<file path="config.mk">
export PLATFORM = sky130hd
export DESIGN_NAME = vend_fsm_param
export DESIGN_NICKNAME = d
export VERILOG_FILES = /design/src/rtl/vend_fsm_param.sv
export SDC_FILE = /design/constraint.sdc
export NUM_CORES = 1
export LEC_CHECK = 0
export BUFFER_PORTS_ARGS = -buffer_cell sky130_fd_sc_hd__buf_2
export CORE_MARGIN = 10
export CORE_UTILIZATION = 42
export CTS_CLUSTER_DIAMETER = 30
export DETAILED_ROUTE_END_ITERATION = 10
export MAX_ROUTING_LAYER = met4
export PLACE_DENSITY = 0.77
export SYNTH_ARGS = -nofsm -noshare
export SYNTH_HDL_FRONTEND = slang
export SYNTH_SLANG_ARGS = --single-unit
</file>
<file path="constraint.sdc">
create_clock -name clk -period 3.9 [get_ports clk]
set_input_delay 0.39 -clock clk [delete_from_list [all_inputs] [get_ports clk]]
set_output_delay 0.39 -clock clk [all_outputs]
set_load 0.1 [all_outputs]
</file>
<file path="src/rtl/vend_fsm_param.sv">
// Parameterised vending controller: accepts 1/2/5-unit coins, vends at PRICE, refunds on cancel.
// Optional idle auto-refund is compiled in with `define VEND_TIMEOUT_EN.
module vend_fsm_param #(
  parameter int unsigned PRICE    = 8,
  parameter int unsigned CREDIT_W = 4,
  parameter int unsigned TIMEOUT  = 16
) (
  input  logic                clk,
  input  logic                rst_n,
  input  logic                one,
  input  logic                two,
  input  logic                five,
  input  logic                cancel,
  output logic                goods,
  output logic [CREDIT_W-1:0] change,
  output logic [CREDIT_W-1:0] credit,
  output logic                reject
);

  typedef enum logic [1:0] {IDLE, ACCUM, VEND, REFUND} state_t;

  localparam logic [CREDIT_W-1:0] PRICE_C = CREDIT_W'(PRICE);

  state_t              state;
  logic [CREDIT_W-1:0] coin_val;
  logic [CREDIT_W-1:0] sum;
  logic                any_coin;
  logic                multi_coin;
  logic                timeout_hit;

  // Priority one > two > five; only the winning coin contributes value.
  always_comb begin
    coin_val = '0;
    if (one)       coin_val = CREDIT_W'(1);
    else if (two)  coin_val = CREDIT_W'(2);
    else if (five) coin_val = CREDIT_W'(5);
  end

  assign any_coin   = one | two | five;
  assign multi_coin = (one & two) | (one & five) | (two & five);
  assign sum        = credit + coin_val;

`ifdef VEND_TIMEOUT_EN
  localparam int unsigned TO_W = (TIMEOUT > 0) ? $clog2(TIMEOUT + 1) : 1;

  logic [TO_W-1:0] idle_cnt;

  assign timeout_hit = (state == ACCUM) && (idle_cnt == TO_W'(TIMEOUT));

  // Counts quiet ACCUM cycles; any other situation (coin, cancel, leaving ACCUM) clears it.
  always_ff @(posedge clk or negedge rst_n) begin
    if (!rst_n) begin
      idle_cnt <= '0;
    end else if (state == ACCUM && !any_coin && !cancel && !timeout_hit) begin
      idle_cnt <= idle_cnt + TO_W'(1);
    end else begin
      idle_cnt <= '0;
    end
  end
`else
  assign timeout_hit = 1'b0;
`endif

  always_ff @(posedge clk or negedge rst_n) begin
    if (!rst_n) begin
      state  <= IDLE;
      goods  <= 1'b0;
      change <= '0;
      credit <= '0;
      reject <= 1'b0;
    end else begin
      goods  <= 1'b0;
      change <= '0;
      reject <= 1'b0;
      case (state)
        IDLE, ACCUM: begin
          if (state == ACCUM && cancel) begin
            // Cancel beats a simultaneous coin; the coin is bounced, not refunded.
            state  <= REFUND;
            change <= credit;
            credit <= '0;
            reject <= any_coin;
          end else if (any_coin) begin
            reject <= multi_coin;
            if (sum >= PRICE_C) begin
              state  <= VEND;
              goods  <= 1'b1;
              change <= sum - PRICE_C;
              credit <= '0;
            end else begin
              state  <= ACCUM;
              credit <= sum;
            end
          end else if (timeout_hit) begin
            state  <= REFUND;
            change <= credit;
            credit <= '0;
          end
        end
        default: begin
          state  <= IDLE;
          reject <= any_coin;
        end
      endcase
    end
  end

endmodule

</file>
== Word-level counts from Yosys, hierarchy flattened ==
Cells that the tools add are included.
Widths: inputs -> output; s select.

* Output and inout bits: 10
* Logic and storage cells: 43
* Bits of input ports: 6
* Register bits after elaboration: 12

* Reductions and logical operators: 5
* Muxes and demuxes: 21
* Equal/unequal tests: 2
* $lt $le $gt $ge: 1
* Bitwise gates (word level): 7
* $add $sub $neg: 2

{| class="wikitable"
|+ Operator list
! operator !! number
|-
| $mux 4 || 9
|-
| $mux 2 || 4
|-
| $mux 1 || 7
|-
| $add 4x4->4 || 1
|-
| $ge 4x4->1 const B || 1
|-
| $or 1x1->1 || 4
|-
| $sub 4x4->4 const B || 1
|-
| $and 1x1->1 || 3
|-
| $mux 3 || 1
|-
| $ne 3x3->1 const B || 1
|-
| $eq 2x1->1 const B || 1
|-
| $logic_not 2->1 || 1
|-
| $reduce_and 2->1 || 1
|-
| $reduce_bool 2->1 || 1
|-
| $reduce_or 2->1 || 1
|-
| $logic_and 1x1->1 || 1
|}

== Depth between registers and ports, before layout ==
* Depth after elaboration: 9
* Depth in mapped cells: 8
* Gate-level depth less buffers: 8

== Least setup slack after synthesis ==
OpenSTA, ideal clock, no wires.

* Path type: reg-to-reg
* From: register credit[0]
* To: register change[2]
* Slack: 1631 ps
* Cell stages (with the launch flop): 7
* Buffers on the path: 0
* Data arrival time: 2146 ps
* Library setup time: 123 ps
* Cells stage by stage: dfrtp_1 ha_1 inv_1 fa_1 xor2_1 nor2_1 a32o_1

* Longest elaborated chain between the ends: 6

{| class="wikitable"
|+ RTL lines
! element !! RTL line !! source
|-
| from (decl) || 16 || <nowiki>output logic [CREDIT_W-1:0] credit,</nowiki>
|-
| from (signal assigned) || 92 || <nowiki>credit <= sum;</nowiki>
|-
| $add 4x4->4 (*) || 41 || <nowiki>assign sum = credit + coin_val;</nowiki>
|-
| $sub 4x4->4 / $ge 4x4->1 (equally long branches) || 88, 85 ||
|-
| $mux 4 (*) || 85 || <nowiki>if (sum >= PRICE_C) begin</nowiki>
|-
| $mux 4 (*) || 83 || <nowiki>end else if (any_coin) begin</nowiki>
|-
| $mux 4 (*) || 77 || <nowiki>if (state == ACCUM && cancel) begin</nowiki>
|-
| $mux 4 (*) || 75 || <nowiki>case (state)</nowiki>
|-
| to (signal assigned) || 80 || <nowiki>change <= credit;</nowiki>
|-
| to (signal assigned) || 88 || <nowiki>change <= sum - PRICE_C;</nowiki>
|-
| to (signal assigned) || 96 || <nowiki>change <= credit;</nowiki>
|-
| to (decl) || 15 || <nowiki>output logic [CREDIT_W-1:0] change,</nowiki>
|}

Every way passes the cells marked *; elsewhere a longest branch is shown, timed or not.
A chain may end at the register's enable or synchronous reset.

== Worst setup path after layout ==
* From: input port two
* To: register change[2]

* Longest elaborated chain between the ends: 8

{| class="wikitable"
|+ RTL lines
! element !! RTL line !! source
|-
| from (decl) || 11 || <nowiki>input logic two,</nowiki>
|-
| $mux 4 || 35 || <nowiki>else if (two) coin_val = CREDIT_W'(2);</nowiki>
|-
| $mux 4 || 34 || <nowiki>if (one) coin_val = CREDIT_W'(1);</nowiki>
|-
| $add 4x4->4 || 41 ||
|-
| $sub 4x4->4 / $ge 4x4->1 (equally long branches) || 88, 85 ||
|-
| $mux 4 || 85 ||
|-
| $mux 4 (*) || 83 ||
|-
| $mux 4 (*) || 77 ||
|-
| $mux 4 (*) || 75 ||
|}

Marks and branches as above.

==> impl_metrics.py <==
metrics = {
    "global_routing": {
        "grt_pass1_wl_um": 2370,
        "grt_overflow": 0,
        "grtUsageTotal_pct": 8.81,
        "grt_start_max_net_pins": 15,
        "antenna_found_initial": 0,
        "grt_pass1_vias": 491,
    },
    "worst_setup_path": {
        "r2r_cells": 5,
        "cp-start-kind": "primary input",
        "worstPathRequired_ns": 4.07,
        "end_kind": "flip-flop",
        "path_max_fanout": 5,
        "path_class": "in2reg",
        "arrival_ns": 1.93,
    },
    "power": {
        "p_leak_uw": 0.000408,
        "p_per_area_nw_per_um2": 867,
        "vdd.ir_drop.worst_mv": 0.403,
    },
    "clocking": {
        "cts.sinks": 12,
        "postCtsSetupBuffers": 0,
        "clk_pin_slew_ns": 0.07,
        "cts-root-buf": "clkbuf_4",
        "cts_tree": "done",
        "cts_inserted_buffers": 3,
        "cts_buffer_depth": 2,
        "clkLatencyLatePin_ns": 0.27,
        "htreeDepth": 1,
    },
    "cells_and_area": {
        "n_antenna_cell": 0,
        "layout-drive-gt1-share_pct": 33.3,
        "syn2layout_area_growth_pct": 16.7,
        "fin_nets": 87,
    },
    "placement": {
        "gp_congestion": 0.756,
        "place.port_buffers": 15,
        "dpl_worst_slack_ns": 1.85,
        "place_hpwl_um": 997,
    },
    "route": {
        "routed_via_density": 5.43,
        "post-route-drc-count": 0,
        "wl_um": 1330,
        "vias": 494,
        "final_antenna_net_count": 0,
        "drt_iter0_drc": 18,
        "firstDrtPassIters": 4,
        "avgRoutedWirePerCell_um": 14.6,
    },
    "synthesis": {
        "ys_warn_count": 0,
        "synthArstFlopShare_pct": 100,
        "ys_ff_latch": 12,
        "syn_area_sq_um": 668,
        "synth_top_flop_cell": "dfrtp_1",
        "syn_inst": 58,
        "synth-seq-area-share_pct": 44.9,
        "ys_types": 25,
        "synth_edf_count": 0,
        "synth_fp_nets": 68,
        "synth.avg_cell_area_sq_um": 11.5,
    },
    "timing": {
        "fin_crit_ns": 1.77,
        "fin_crit_sh_pct": 45.3,
        "slew_viol_final": 0,
        "rsz0062_at_grt": "false",
        "slew_headroom_pct": 65.8,
        "setup_viol": 0,
        "skew_ns": 0.000516,
        "worst_pin_slew_ns": 0.514,
        "fmax_mhz": 566,
        "fin_tns_setup_ns": 0,
        "hold_viol": 0,
        "fin_ws_ns": 2.13,
    },
    "die": {
        "fp-row-count": 14,
        "start_util_pct": 44.4,
        "fp.dieH_um": 59.9,
        "coreArea_sq_um": 1510,
        "die_x_um": 59.9,
        "io_pins": 16,
        "die_area_sq_um": 3590,
    },
    "outcome": {
        "status": "completed",
    },
    "worst_hold_path": {
        "min-delay-path-class": "in2reg",
        "hold_depth": 3,
    },
    "flow_run": {
        "drv_cap": 0,
    },
}
cell usage after synthesis (2+ instances only):
library cell	n	area (sq um)
xor2_1	2	17.5
inv_1	4	15.0
nor2_1	6	22.5
dfrtp_1	12	300
a32o_1	3	30.0
nor3_1	2	10.0
o41ai_2	3	48.8
and2_1	2	12.5
nand2_1	4	15.0
nand2b_1	3	18.8
ha_1	3	37.5
final timing paths:
check,endpoint,slack [ns],from
max in group asynchronous,change[2]$_DFF_PN0_,3.16,rst_n
worst min-delay path,reject$_DFF_PN0_,0.40,five
worst min register to register,credit[2]$_DFFE_PN0P_,0.55,credit[2]$_DFFE_PN0P_
min in group asynchronous,goods$_DFF_PN0_,0.52,rst_n
worst max register to register,credit[2]$_DFFE_PN0P_,2.19,credit[1]$_DFFE_PN0P_
worst max-delay path,change[2]$_DFF_PN0_,2.13,two
critical path, cell delays in order:
cell and delay, ns:
buf_2 0.12, nand2b_1 0.16, nand2b_1 0.09, ha_1 0.17
inv_1 0.05, fa_1 0.38, xor2_1 0.23, nor2_1 0.06
a32o_1 0.27
per-stage QoR:
step	cell area (sq um)	instances	util, %	total power (uW)	hold slack [ns]
floorplan	668	58	-	547	0.0944
global placement	747	87	49.6	598	0.280
detailed placement	747	87	49.6	605	0.287
CTS	779	91	51.7	683	0.396
global route	779	91	51.7	722	0.446
finish	779	91	51.7	676	0.400
placed cells by master, fill, tap and decap left out, drive strengths merged, types with 2 or more instances in the layout:
cell type,Yosys,final
nand2,4,4
a32o,3,3
nor3,2,2
nor2,6,6
ha,3,3
xor2,2,2
clkbuf,0,3
inv,4,4
dfrtp,12,12
nand2b,3,3
a21o,2,2
and2,2,2
buf,2,15
o41ai,3,3
layer usage:
metal / GRT usage (%) / routed length [um]
met5: - / 0
met3: 4.87 / 140
met2: 12.6 / 620
met4: 2.88 / 10
met1: 10.2 / 558
report_power, final:
group          switching [uW]  leakage [uW]  internal (uW)  total, uW
Combinational             307      0.000239            102        409
Clock                    41.5     0.0000138           35.8       77.3
Sequential               28.6      0.000155            161        190
state kept, by name (all words and copies together), names as in the netlist:
name	count
change	4
reject	1
credit	4
goods	1
state	2
kinds of logic after synthesis:
kind of cell	share of synthesized area, %
AO/OA/AOI/OAI	22.7
adder cells (fa/ha/maj)	8.61
flip-flops	44.9
buffers and inverters	4.68
AND/OR/NAND/NOR	14.0
XOR/XNOR	5.06
layout make-up:
type | count | area [sq um]
Clock buffer | 3 | 22.5
Fill cell | 152 | 727
Inverter | 4 | 15.0
Multi-Input combinational cell | 40 | 337
Sequential cell | 12 | 300
Tap cell | 16 | 20.0
Timing Repair Buffer | 16 | 85.1
repair_timing:
item	CTS	global route
hold buffers	1	0
endpoints found under the hold margin	12	0
resized for setup	0	0
(Power assumes the default switching activity.)
